===== src/rtl/alu_share_arb_pkg.sv =====
// rtl/alu_share_arb_pkg.sv - shared opcode and port-id constants for the ALU share arbiter
// Purpose: opcode map of the 32-bit ALU, requester port ids and the opcode legality check.
// Contents: ADD/SUB/AND/OR/SLL/SRA opcodes, P0/P1 port ids, is_legal_opcode().
package alu_share_arb_pkg;

  localparam logic [4:0] ADD = 5'd0;
  localparam logic [4:0] SUB = 5'd1;
  localparam logic [4:0] AND = 5'd2;
  localparam logic [4:0] OR  = 5'd3;
  localparam logic [4:0] SLL = 5'd4;
  localparam logic [4:0] SRA = 5'd5;

  localparam logic P0 = 1'b0;
  localparam logic P1 = 1'b1;

  // Opcodes 0..7 are legal (6 and 7 return zero); anything with bit 3 or 4 set is not.
  function automatic logic is_legal_opcode(input logic [4:0] opcode);
    return !(opcode[4] || opcode[3]);
  endfunction

endpackage


===== src/rtl/alu_share_arb_if.sv =====
// rtl/alu_share_arb_if.sv - two-port request/response bundle of the ALU share arbiter
// Purpose: groups both requester ports and the shared response bus.
// Signals: req_valid/ready/lock/opA/opB/opcode/shamt/tag per port (_p0, _p1),
//          resp_valid per port, shared resp_result/ne/lt/ovf/err/tag.
// Modports: master = requester side, slave = arbiter side.
interface alu_share_arb_if #(
  parameter int TAG_W = 4
);
  logic             req_valid_p0,  req_valid_p1;
  logic             req_ready_p0,  req_ready_p1;
  logic             req_lock_p0,   req_lock_p1;
  logic [31:0]      req_opA_p0,    req_opA_p1;
  logic [31:0]      req_opB_p0,    req_opB_p1;
  logic [4:0]       req_opcode_p0, req_opcode_p1;
  logic [4:0]       req_shamt_p0,  req_shamt_p1;
  logic [TAG_W-1:0] req_tag_p0,    req_tag_p1;

  logic             resp_valid_p0, resp_valid_p1;
  logic [31:0]      resp_result;
  logic             resp_ne, resp_lt, resp_ovf, resp_err;
  logic [TAG_W-1:0] resp_tag;

  modport master (
    output req_valid_p0, req_valid_p1, req_lock_p0, req_lock_p1,
           req_opA_p0, req_opA_p1, req_opB_p0, req_opB_p1,
           req_opcode_p0, req_opcode_p1, req_shamt_p0, req_shamt_p1,
           req_tag_p0, req_tag_p1,
    input  req_ready_p0, req_ready_p1,
           resp_valid_p0, resp_valid_p1, resp_result,
           resp_ne, resp_lt, resp_ovf, resp_err, resp_tag
  );

  modport slave (
    input  req_valid_p0, req_valid_p1, req_lock_p0, req_lock_p1,
           req_opA_p0, req_opA_p1, req_opB_p0, req_opB_p1,
           req_opcode_p0, req_opcode_p1, req_shamt_p0, req_shamt_p1,
           req_tag_p0, req_tag_p1,
    output req_ready_p0, req_ready_p1,
           resp_valid_p0, resp_valid_p1, resp_result,
           resp_ne, resp_lt, resp_ovf, resp_err, resp_tag
  );

endinterface


===== src/rtl/alu_share_arb_alu.sv =====
// rtl/alu_share_arb_alu.sv - combinational 32-bit ALU shared by both requesters
// Purpose: add/sub/and/or/sll/sra with isNotEqual, isLessThan (signed) and overflow flags.
// Ports: op_a, op_b, opcode, shamt in; result, ne, lt, ovf, err out.
module alu_share_arb_alu
  import alu_share_arb_pkg::*;
(
  input  logic [31:0] op_a,
  input  logic [31:0] op_b,
  input  logic [4:0]  opcode,
  input  logic [4:0]  shamt,
  output logic [31:0] result,
  output logic        ne,
  output logic        lt,
  output logic        ovf,
  output logic        err
);

  logic [31:0] sum;
  logic [31:0] diff;

  assign sum  = op_a + op_b;
  assign diff = op_a - op_b;

  always_comb begin
    result = '0;
    ovf    = 1'b0;
    ne     = (op_a != op_b);
    lt     = ($signed(op_a) < $signed(op_b));
    err    = !is_legal_opcode(opcode);
    case (opcode)
      ADD: begin
        result = sum;
        ovf    = (op_a[31] == op_b[31]) && (sum[31] != op_a[31]);
      end
      SUB: begin
        result = diff;
        ovf    = (op_a[31] != op_b[31]) && (diff[31] != op_a[31]);
      end
      AND:     result = op_a & op_b;
      OR:      result = op_a | op_b;
      SLL:     result = op_a << shamt;
      SRA:     result = $signed(op_a) >>> shamt;
      default: result = '0;
    endcase
    if (err) begin
      ne = 1'b0;
      lt = 1'b0;
    end
  end

endmodule


===== src/rtl/alu_share_arb_rr_lock_arb.sv =====
// rtl/alu_share_arb_rr_lock_arb.sv - round-robin arbiter with bounded grant lock
// Purpose: picks one of two requesters per cycle; a port may lock the grant for
//          up to LOCK_MAX consecutive contended grants.
// Ports: clock, reset (async, active-low), valid[1:0], lock[1:0] in;
//        ready[1:0] (one-hot grant), gnt_id, accept out.
module rr_lock_arb
  import alu_share_arb_pkg::*;
#(
  parameter int LOCK_MAX = 8
) (
  input  logic       clock,
  input  logic       reset,
  input  logic [1:0] valid,
  input  logic [1:0] lock,
  output logic [1:0] ready,
  output logic       gnt_id,
  output logic       accept
);

  localparam int CNT_W = $clog2(LOCK_MAX + 1);
  localparam logic [CNT_W-1:0] CNT_MAX = CNT_W'(LOCK_MAX);

  logic             ptr;
  logic             lock_held;
  logic             lock_owner;
  logic [CNT_W-1:0] lock_cnt;
  logic [CNT_W-1:0] cnt_inc;
  logic             other_valid;

  always_comb begin
    gnt_id = P0;
    if (valid[0] && valid[1]) gnt_id = lock_held ? lock_owner : ptr;
    else if (valid[1])        gnt_id = P1;
    accept = valid[0] | valid[1];
    ready = 2'b00;
    if (accept) ready = (gnt_id == P1) ? 2'b10 : 2'b01;
    other_valid = (gnt_id == P1) ? valid[0] : valid[1];
    // A run only continues if the same port already holds the lock.
    cnt_inc = ((lock_held && lock_owner == gnt_id) ? lock_cnt : '0) + CNT_W'(1);
  end

  always_ff @(posedge clock or negedge reset) begin
    if (!reset) begin
      ptr        <= P0;
      lock_held  <= 1'b0;
      lock_owner <= P0;
      lock_cnt   <= '0;
    end else if (!accept) begin
      // Nobody valid means the lock owner dropped its request.
      lock_held <= 1'b0;
      lock_cnt  <= '0;
    end else if (!lock[gnt_id]) begin
      lock_held <= 1'b0;
      lock_cnt  <= '0;
      ptr       <= ~gnt_id;
    end else if (!other_valid) begin
      // Uncontended locked grants hold the lock but do not use up the budget.
      lock_held  <= 1'b1;
      lock_owner <= gnt_id;
      lock_cnt   <= '0;
    end else if (cnt_inc == CNT_MAX) begin
      // Budget spent: hand the next contended grant to the other port.
      lock_held <= 1'b0;
      lock_cnt  <= '0;
      ptr       <= ~gnt_id;
    end else begin
      lock_held  <= 1'b1;
      lock_owner <= gnt_id;
      lock_cnt   <= cnt_inc;
    end
  end

endmodule


===== src/rtl/alu_share_arb.sv =====
// rtl/alu_share_arb.sv - shares one ALU between the execute stage (p0) and an aux unit (p1)
// Purpose: arbitrates two request ports, runs the granted op through the ALU and
//          returns a registered result, flags and tag one cycle later to the issuer.
// Ports: clock, reset (async, active-low); bus = alu_share_arb_if.slave carrying
//        both request ports and the shared response bus.
module alu_share_arb
  import alu_share_arb_pkg::*;
#(
  parameter int TAG_W    = 4,
  parameter int LOCK_MAX = 8
) (
  input  logic             clock,
  input  logic             reset,
  alu_share_arb_if.slave   bus
);

  logic [1:0]       ready;
  logic             gnt_id;
  logic             accept;
  logic [31:0]      op_a, op_b;
  logic [4:0]       opcode, shamt;
  logic [TAG_W-1:0] tag;
  logic [31:0]      alu_result;
  logic             alu_ne, alu_lt, alu_ovf, alu_err;

  logic             resp_vld;
  logic             resp_port;
  logic [31:0]      resp_result;
  logic             resp_ne, resp_lt, resp_ovf, resp_err;
  logic [TAG_W-1:0] resp_tag;

  rr_lock_arb #(.LOCK_MAX(LOCK_MAX)) u_arb (
    .clock  (clock),
    .reset  (reset),
    .valid  ({bus.req_valid_p1, bus.req_valid_p0}),
    .lock   ({bus.req_lock_p1, bus.req_lock_p0}),
    .ready  (ready),
    .gnt_id (gnt_id),
    .accept (accept)
  );

  assign bus.req_ready_p0 = ready[0];
  assign bus.req_ready_p1 = ready[1];

  assign op_a   = (gnt_id == P1) ? bus.req_opA_p1    : bus.req_opA_p0;
  assign op_b   = (gnt_id == P1) ? bus.req_opB_p1    : bus.req_opB_p0;
  assign opcode = (gnt_id == P1) ? bus.req_opcode_p1 : bus.req_opcode_p0;
  assign shamt  = (gnt_id == P1) ? bus.req_shamt_p1  : bus.req_shamt_p0;
  assign tag    = (gnt_id == P1) ? bus.req_tag_p1    : bus.req_tag_p0;

  alu_share_arb_alu u_alu (
    .op_a   (op_a),
    .op_b   (op_b),
    .opcode (opcode),
    .shamt  (shamt),
    .result (alu_result),
    .ne     (alu_ne),
    .lt     (alu_lt),
    .ovf    (alu_ovf),
    .err    (alu_err)
  );

  // Payload holds between responses; only the valid pulse is cleared.
  always_ff @(posedge clock or negedge reset) begin
    if (!reset) begin
      resp_vld    <= 1'b0;
      resp_port   <= P0;
      resp_result <= '0;
      resp_ne     <= 1'b0;
      resp_lt     <= 1'b0;
      resp_ovf    <= 1'b0;
      resp_err    <= 1'b0;
      resp_tag    <= '0;
    end else begin
      resp_vld <= accept;
      if (accept) begin
        resp_port   <= gnt_id;
        resp_result <= alu_result;
        resp_ne     <= alu_ne;
        resp_lt     <= alu_lt;
        resp_ovf    <= alu_ovf;
        resp_err    <= alu_err;
        resp_tag    <= tag;
      end
    end
  end

  assign bus.resp_valid_p0 = resp_vld && (resp_port == P0);
  assign bus.resp_valid_p1 = resp_vld && (resp_port == P1);
  assign bus.resp_result   = resp_result;
  assign bus.resp_ne       = resp_ne;
  assign bus.resp_lt       = resp_lt;
  assign bus.resp_ovf      = resp_ovf;
  assign bus.resp_err      = resp_err;
  assign bus.resp_tag      = resp_tag;

endmodule


===== src/flat_wrapper.sv =====
// flat-port wrapper written by rule: the top's interface ports become plain ports
module alu_share_arb_flat import alu_share_arb_pkg::*;
#(
  parameter int TAG_W    = 4,
  parameter int LOCK_MAX = 8
)
  (clock, reset, bus_req_valid_p0, bus_req_valid_p1, bus_req_lock_p0, bus_req_lock_p1, bus_req_opA_p0, bus_req_opA_p1, bus_req_opB_p0, bus_req_opB_p1, bus_req_opcode_p0, bus_req_opcode_p1, bus_req_shamt_p0, bus_req_shamt_p1, bus_req_tag_p0, bus_req_tag_p1, bus_req_ready_p0, bus_req_ready_p1, bus_resp_valid_p0, bus_resp_valid_p1, bus_resp_result, bus_resp_ne, bus_resp_lt, bus_resp_ovf, bus_resp_err, bus_resp_tag);
  alu_share_arb_if #(.TAG_W(TAG_W)) bus_i ();
  input  logic clock;
  input  logic reset;
  input wire logic [$bits(bus_i.req_valid_p0)-1:0] bus_req_valid_p0;
  input wire logic [$bits(bus_i.req_valid_p1)-1:0] bus_req_valid_p1;
  input wire logic [$bits(bus_i.req_lock_p0)-1:0] bus_req_lock_p0;
  input wire logic [$bits(bus_i.req_lock_p1)-1:0] bus_req_lock_p1;
  input wire logic [$bits(bus_i.req_opA_p0)-1:0] bus_req_opA_p0;
  input wire logic [$bits(bus_i.req_opA_p1)-1:0] bus_req_opA_p1;
  input wire logic [$bits(bus_i.req_opB_p0)-1:0] bus_req_opB_p0;
  input wire logic [$bits(bus_i.req_opB_p1)-1:0] bus_req_opB_p1;
  input wire logic [$bits(bus_i.req_opcode_p0)-1:0] bus_req_opcode_p0;
  input wire logic [$bits(bus_i.req_opcode_p1)-1:0] bus_req_opcode_p1;
  input wire logic [$bits(bus_i.req_shamt_p0)-1:0] bus_req_shamt_p0;
  input wire logic [$bits(bus_i.req_shamt_p1)-1:0] bus_req_shamt_p1;
  input wire logic [$bits(bus_i.req_tag_p0)-1:0] bus_req_tag_p0;
  input wire logic [$bits(bus_i.req_tag_p1)-1:0] bus_req_tag_p1;
  output wire logic [$bits(bus_i.req_ready_p0)-1:0] bus_req_ready_p0;
  output wire logic [$bits(bus_i.req_ready_p1)-1:0] bus_req_ready_p1;
  output wire logic [$bits(bus_i.resp_valid_p0)-1:0] bus_resp_valid_p0;
  output wire logic [$bits(bus_i.resp_valid_p1)-1:0] bus_resp_valid_p1;
  output wire logic [$bits(bus_i.resp_result)-1:0] bus_resp_result;
  output wire logic [$bits(bus_i.resp_ne)-1:0] bus_resp_ne;
  output wire logic [$bits(bus_i.resp_lt)-1:0] bus_resp_lt;
  output wire logic [$bits(bus_i.resp_ovf)-1:0] bus_resp_ovf;
  output wire logic [$bits(bus_i.resp_err)-1:0] bus_resp_err;
  output wire logic [$bits(bus_i.resp_tag)-1:0] bus_resp_tag;
  assign bus_i.req_valid_p0 = bus_req_valid_p0;
  assign bus_i.req_valid_p1 = bus_req_valid_p1;
  assign bus_i.req_lock_p0 = bus_req_lock_p0;
  assign bus_i.req_lock_p1 = bus_req_lock_p1;
  assign bus_i.req_opA_p0 = bus_req_opA_p0;
  assign bus_i.req_opA_p1 = bus_req_opA_p1;
  assign bus_i.req_opB_p0 = bus_req_opB_p0;
  assign bus_i.req_opB_p1 = bus_req_opB_p1;
  assign bus_i.req_opcode_p0 = bus_req_opcode_p0;
  assign bus_i.req_opcode_p1 = bus_req_opcode_p1;
  assign bus_i.req_shamt_p0 = bus_req_shamt_p0;
  assign bus_i.req_shamt_p1 = bus_req_shamt_p1;
  assign bus_i.req_tag_p0 = bus_req_tag_p0;
  assign bus_i.req_tag_p1 = bus_req_tag_p1;
  assign bus_req_ready_p0 = bus_i.req_ready_p0;
  assign bus_req_ready_p1 = bus_i.req_ready_p1;
  assign bus_resp_valid_p0 = bus_i.resp_valid_p0;
  assign bus_resp_valid_p1 = bus_i.resp_valid_p1;
  assign bus_resp_result = bus_i.resp_result;
  assign bus_resp_ne = bus_i.resp_ne;
  assign bus_resp_lt = bus_i.resp_lt;
  assign bus_resp_ovf = bus_i.resp_ovf;
  assign bus_resp_err = bus_i.resp_err;
  assign bus_resp_tag = bus_i.resp_tag;
  alu_share_arb #(.TAG_W(TAG_W), .LOCK_MAX(LOCK_MAX)) u_core (.clock(clock), .reset(reset), .bus(bus_i));
endmodule

===== config.mk =====
export PLATFORM = sky130hd
export DESIGN_NAME = alu_share_arb_flat
export DESIGN_NICKNAME = d
export VERILOG_FILES = /design/src/rtl/alu_share_arb_pkg.sv /design/src/rtl/alu_share_arb_if.sv /design/src/rtl/alu_share_arb_alu.sv /design/src/rtl/alu_share_arb_rr_lock_arb.sv /design/src/rtl/alu_share_arb.sv /design/src/flat_wrapper.sv
export SDC_FILE = /design/constraint.sdc
export NUM_CORES = 1
export LEC_CHECK = 0
export ABC_CLOCK_PERIOD_IN_PS = 4900
export CORE_ASPECT_RATIO = 1.5
export CORE_UTILIZATION = 40
export DETAILED_ROUTE_END_ITERATION = 6
export GPL_TIMING_DRIVEN = 0
export PLACE_DENSITY_LB_ADDON = 0.05
export SLEW_MARGIN = 20
export SYNTH_ARGS = -nofsm -noshare
export SYNTH_HDL_FRONTEND = slang
export SYNTH_SLANG_ARGS = --single-unit

===== constraint.sdc =====
create_clock -name clock -period 4.9 [get_ports clock]
set_input_delay 1.47 -clock clock [delete_from_list [all_inputs] [get_ports clock]]
set_output_delay 1.47 -clock clock [all_outputs]
set_load 0.02 [all_outputs]

After elaboration in Yosys (flattened, before gate mapping):

Cells that the tools add are included.

* register bits: 49
* input port bits: 162
* output and inout port bits: 44

* add/subtract/negate cells: 3
* order comparisons: 2
* equal/unequal tests: 15
* shift operators: 2
* muxes and demuxes: 31
* bitwise gates (word level): 5
* reduce and logical (&&, ||, !) cells: 10

Operator list (number)
* case mux 32 bit (6 select lines): 1
* two-way mux 32 bit: 2
* adder 32 bit: 1
* bitwise AND 32 bit: 1
* less-than comparator 32 bit: 1
* != test 32 bit: 1
* OR 32 bit: 1
* left shift 32 x 5 -> 32 bit: 1
* >>> shifter 32 x 5 -> 32 bit: 1
* subtractor 32 bit: 1
* two-way mux 4 bit: 6
* two-way mux 1 bit: 17
* == test 5 x 2 -> 1 bit, second input constant: 2
* == test 5 x 3 -> 1 bit, second input constant: 2
* two-way mux 5 bit: 2
* logical AND 1 bit: 6
* AND reduction 3 bit: 2
* == test 5 x 1 -> 1 bit, second input constant: 1
* zero test 5 bit: 1
* adder 4 x 1 -> 4 bit, second input constant: 1
* == test 4 bit, second input constant: 1
* two-way mux 2 bit: 2
* != test 2 bit, second input constant: 2
* != test 1 bit: 3
* 7 further kinds: 9

Logic depth before layout (Yosys ltp):

* depth in word-level cells: 11
* depth in mapped cells: 23
* depth with buffers taken out: 18

By module:

Synthesis repeated with hierarchy kept, for this count alone.

* cell total of the unflattened synthesis: 1546
* area, all modules: 11695.0 um^2

By module, submodules not included
* alu_share_arb_alu: instances 1, cells each 1300, area each 8602.0 um^2, seq. area each 0.0 um^2
* alu_share_arb: instances 1, cells each 181, area each 2512.4 um^2, seq. area each 1051.0 um^2
* rr_lock_arb: instances 1, cells each 65, area each 580.6 um^2, seq. area each 175.2 um^2

Least setup slack after synthesis:

No wires, ideal clock.

* path type: input to register
* start point: input bus_req_valid_p0
* end point: register u_core.resp_result[31] (netlist: u_core.bus.resp_result[31])
* setup time: 86 ps
* arrival: 5458 ps
* required time: 4814 ps
* slack: -644 ps
* stages: 23
* path buffers: 7
* path through: inv_1 > o21ai_4 > inv_2 > buf_6 > buf_6 > buf_6 > buf_2 > clkbuf_1 > buf_1 > nand2_1 > nand2_1 > ha_1 > clkbuf_1 > nand4_1 > o21ai_0 > nand2_1 > nor4b_1 > a21o_1 > o41ai_1 > a211oi_1 > nor4b_1 > a21oi_1 > a32oi_1

* word-level cells in the longest chain between the ends: 5

Ends and longest elaborated chain
* start, declared: RTL line flat_wrapper.sv:11 `input wire logic [$bits(bus_i.req_valid_p0)-1:0] bus_req_valid_p0;`
* logical AND 1 bit: RTL line alu_share_arb_rr_lock_arb.sv:32 `if (valid[0] && valid[1]) gnt_id = lock_held ? lock_owner : ptr;`
* two-way mux 1 bit: RTL line alu_share_arb_rr_lock_arb.sv:32
* two-way mux 32 bit, or another cell as far along: RTL line alu_share_arb.sv:45 `assign op_a = (gnt_id == P1) ? bus.req_opA_p1 : bus.req_opA_p0;`
* subtractor 32 bit, or another cell as far along: RTL line alu_share_arb_alu.sv:22 `assign diff = op_a - op_b;`
* case mux 32 bit (6 select lines): RTL line alu_share_arb_alu.sv:30 `case (opcode)`
* end signal, assigned: RTL line alu_share_arb.sv:78 `resp_result <= alu_result;`
* end, declared: RTL line alu_share_arb.sv:28 `logic [31:0] resp_result;`

Parallel ways exist; a longest one is shown, timed or not.
A chain may end at the register's enable or synchronous reset.

Final worst setup path:

Ends and elaborated chain as after synthesis.

==> summary.md <==
| Metric | Value |
|---|---|
| Reg2Reg Setup Slack | ~0.10 ns |
| Combinational power share | 0.808 |
| Synth Cell Area | about 12000 sq um |
| Total Die Area | between 20000 and 30000 sq um |
| Part of the cycle the worst path needs | 1.07 |
| Distinct cells, synth | 80 |
| CTS Hold Bufs | 0 |
| Crit path cell chain | buf_8 > inv_8 > o21ai_4 > inv_2 > buf_12 > buf_12 > buf_12 > buf_12 > buf_12 > nand2_1 > nand2_1 > ha_4 > clkbuf_4 > inv_1 > a21oi_1 > nor3_2 > a31oi_2 > nand4_1 > buf_6 > a311oi_4 > xor2_1 > nand2_1 > a32oi_1 |
| CP max-delay cell | a21oi_1 |
| Vias in the first global route | approximately 15000 |
| Core area | between 20000 and 30000 sq um |
| Yosys warning count | 0 |
| Global route overflow | 0 |
| Vias | 15800 |
| Final ANT Viol Nets | 0 |
| Total negative setup slack | -4.20 ns |
| Family with the most delay on the worst path | compound AO/OA/AOI/OAI gates |
| Total Wirelength | about 74000 um |
| Post-DP HPWL | 57400 um |
| Dominant cell type by area after synthesis | ha_1 |
| Power share of the sequential group | 0.102 |
| Synthesized flop and latch total | 49 |
| Syn_nets | 1945 |
| IO Count | 206 |
| Required time of the critical path | 5.13 ns |
| # setup viols final | 21 |
| Final hold viol count | 0 |
| Synth-to-Final Area Change | 41.4% |
| Final Skew | 0.0122 ns |
| Nets | 2238 |
| WHS Path Cells | 1 |
| Power Density | roughly 270 nW/um^2 |
| Worst-margin pin slew | about 1.2 ns |
| Placer Congestion | around 1.1 |
| Final Critical Period | around 5.2 ns |
| Clock latency on the worst-skew pair | 0.32 ns |
| Worst Setup SP | bus_req_valid_p0 |
| Die Y | around 210 um |
| H-Tree Depth | 2 |
| Sink Count | 49 |
| Dpl cells | around 2300 |
| Routed wire per std cell | between 30 and 40 um |
| Design Area, Final | about 16000 sq um |
| RR Endpoint | u_core.bus.resp_result[31] |
| Critical Path Most Common Cell | buf_12 |
| PnR worst setup slack | -0.342 ns |
| Drt pass-1 iters | 7 |
| CTS root buffer | clkbuf_16 |
| Number of cells on the worst reg-to-reg path | 22 |
| Die width | roughly 140 um |
| Worst setup EP type | flip-flop |
| Post-route DRC violation count | 15 |
| Post-Layout Cell Count | 2355 |
| Pre-CTS setup slack | -2.97 ns |
| Violated checks | design-rule violations, negative setup slack |
| Clock-pin slew on the worst setup and hold paths | around 0.080 ns |
| Share of cells above drive strength 1 | 0.202 |
| First-pass GRT wire length | between 100000 and 150000 um |
| CTS tree | yes |
| Most frequent cell after synthesis | nand2_1 |
| WP buf/inv | 11 |
| Worst slew margin | 0.173 |
| Pin count of the biggest net entering global routing | 50 |
| Tightest Hold Check Type | flip-flop to flip-flop |
| RSZ-0062 raised after global routing | true |
| Synthesized instance count | ~1700 |
| Post-synth top area share | 0.120 |
| Post-DP Area | 14300 sq um |
| Int Pwr | 1.99 mW |
| Hold Path Origin | u_core.bus.resp_ne |
| Peak supply drop | 0.163 mV |
| Max cap viols | 0 |
| IO Port Bufs | roughly 210 |
| DRT iter0 DRCs | roughly 2000 |
| Mapped Avg Cell Area | ~7 sq um |
| Net Sw Frac | 0.560 |
| Sequential area share after synthesis | 0.105 |
| Reg2reg start | u_core.u_arb.lock_held |
| Initial antenna violation count | 2 |
| Synth async-reset ratio | 1.00 |
| Fmax | roughly 0.19 GHz |
| Max FO, Critical Path | 10 |
| Fin Hold WS | roughly 0.5 ns |
| Initial core utilization | 0.407 |
| Top_reg_cell synth | dfrtp_1 |
| Leakage | ~6.9 nW |
| GRT Resource Usage Total | 0.489 |
| FP Rows | 76 |
| Hold EP | u_core.bus.resp_ne |
| Outcome | finished with violations |
| Final max-slew violation count | 0 |
| Crit Path Class | input port to flip-flop |
| Via density | 6.72 |
| Largest cells by area after synthesis | ha_1 12%, dfrtp_1 11%, nand2_1 9.2% |
| Post-synth top cells | 284 x nand2_1, 141 x a21oi_1, 127 x nor2_1, 127 x o21ai_0, 112 x ha_1 |
| EDFF count, synth | 0 |
| Clock group share of total power | 0.090 |
| Crit-path max cell delay | roughly 0.38 ns |
| Clock Path Buffers | 2 |
| Cts bufs inserted | 5 |
| Startpoint Class | input port |
| CP arrival | between 5 and 6 ns |
| Net Sw Power | about 2.5 mW |
==> how the worst max path moves through the flow <==
stage | slack, ns | cells after the start | end
2_1_floorplan | -0.20 | 22 | u_core.bus.resp_result[25]
3_3_place_gp | -2.98 | 20 | u_core.bus.resp_result[26]
3_5_place_dp | -2.97 | 20 | u_core.bus.resp_result[24]
4_1_cts | -0.35 | 24 | u_core.bus.resp_result[31]
5_1_grt | -0.50 | 21 | u_core.bus.resp_result[6]
6_report | -0.34 | 23 | u_core.bus.resp_result[31]
==> final cells by class <==
type	instances	area, sq um
Antenna cell	2	5.00
Clock buffer	5	125
Buffer	107	783
Sequential cell	49	1230
Fill cell	2649	12200
Tap cell	390	488
Inverter	100	390
Timing Repair Buffer	293	2790
Multi-Input combinational cell	1406	10600
Clock inverter	3	26.3
==> cells by family after synthesis <==
| family | count (synthesis) | share of synthesized area |
|---|---|---|
| AND/OR/NAND/NOR | 566 | 0.212 |
| AO/OA/AOI/OAI | 550 | 0.308 |
| buffers and inverters | 214 | 0.0811 |
| multiplexers | 160 | 0.157 |
| adder cells (fa/ha/maj) | 114 | 0.124 |
| flip-flops | 49 | 0.105 |
| XOR/XNOR | 16 | 0.0120 |
==> power groups by stage <==
stage / Sequential (mW) / Clock (mW) / Combinational (mW)
after floorplan: 0.489 / 0 / 1.72
after global placement: 0.466 / 0 / 2.85
after detailed placement: 0.468 / 0 / 2.86
after CTS: 0.460 / 0.404 / 3.27
after global routing: 0.464 / 0.416 / 3.77
final: 0.462 / 0.405 / 3.64
==> cells in the final DEF, fill, tap and decap left out, types with 13 or more instances in the layout <==
cell / Yosys / routed
nand2_1: 284 / 259
clkdlybuf4s50_1: 0 / 201
a21oi_1: 141 / 124
nor2_1: 127 / 121
o21ai_0: 127 / 105
mux2i_1: 105 / 103
inv_1: 92 / 88
ha_1: 112 / 87
buf_4: 5 / 82
dfrtp_1: 49 / 49
clkbuf_1: 60 / 36
nor3_1: 42 / 31
o211ai_1: 26 / 26
mux2_2: 26 / 25
a31oi_1: 25 / 24
a211oi_1: 29 / 23
buf_2: 24 / 22
buf_6: 12 / 20
a21o_1: 20 / 20
nand3_1: 21 / 20
a22oi_1: 20 / 20
ha_4: 0 / 20
a221o_1: 18 / 18
o21ai_1: 7 / 18
a21oi_2: 1 / 16
o22ai_1: 16 / 16
nand2_4: 0 / 14
mux2i_4: 8 / 13
nand2b_1: 14 / 13
o21bai_1: 14 / 13
==> registers in the layout, indices dropped and copies added, names as in the netlist <==
signal / count
u_core.bus.resp_ne: 1
u_core.bus.resp_err: 1
u_core.bus.resp_lt: 1
u_core.bus.resp_result: 32
u_core.u_arb.ptr: 1
u_core.u_arb.lock_held: 1
u_core.u_arb.lock_owner: 1
u_core.resp_vld: 1
u_core.bus.resp_tag: 4
u_core.bus.resp_ovf: 1
u_core.resp_port: 1
u_core.u_arb.lock_cnt: 4
==> metrics by stage <==
stage	utilization	power, mW
6_report	0.575	4.51
5_1_grt	0.575	4.65
4_1_cts	0.551	4.14
3_5_place_dp	0.501	3.33
3_3_place_gp	0.500	3.31
2_1_floorplan	-	2.21
==> layer usage <==
| metal | share of wire | vias to the layer above | wire length [um] | track usage |
|---|---|---|---|---|
| li1 | - | 6675 | - | - |
| met1 | 0.35 | 7447 | 25700 | 0.546 |
| met2 | 0.45 | 1261 | 33300 | 0.794 |
| met3 | 0.096 | 453 | 7160 | 0.0966 |
| met4 | 0.11 | 0 | 8080 | 0.424 |
| met5 | 0 | - | 0 | 0 |
==> timing repair <==
action / in CTS / in global routing
pin swaps: 71 / 85
cloned: 1 / 1
endpoints found under the setup margin: 37 / 31
buffers inserted: 52 / 36
gates resized for setup: 210 / 109
Note: power is estimated with default switching activity, not from simulation.
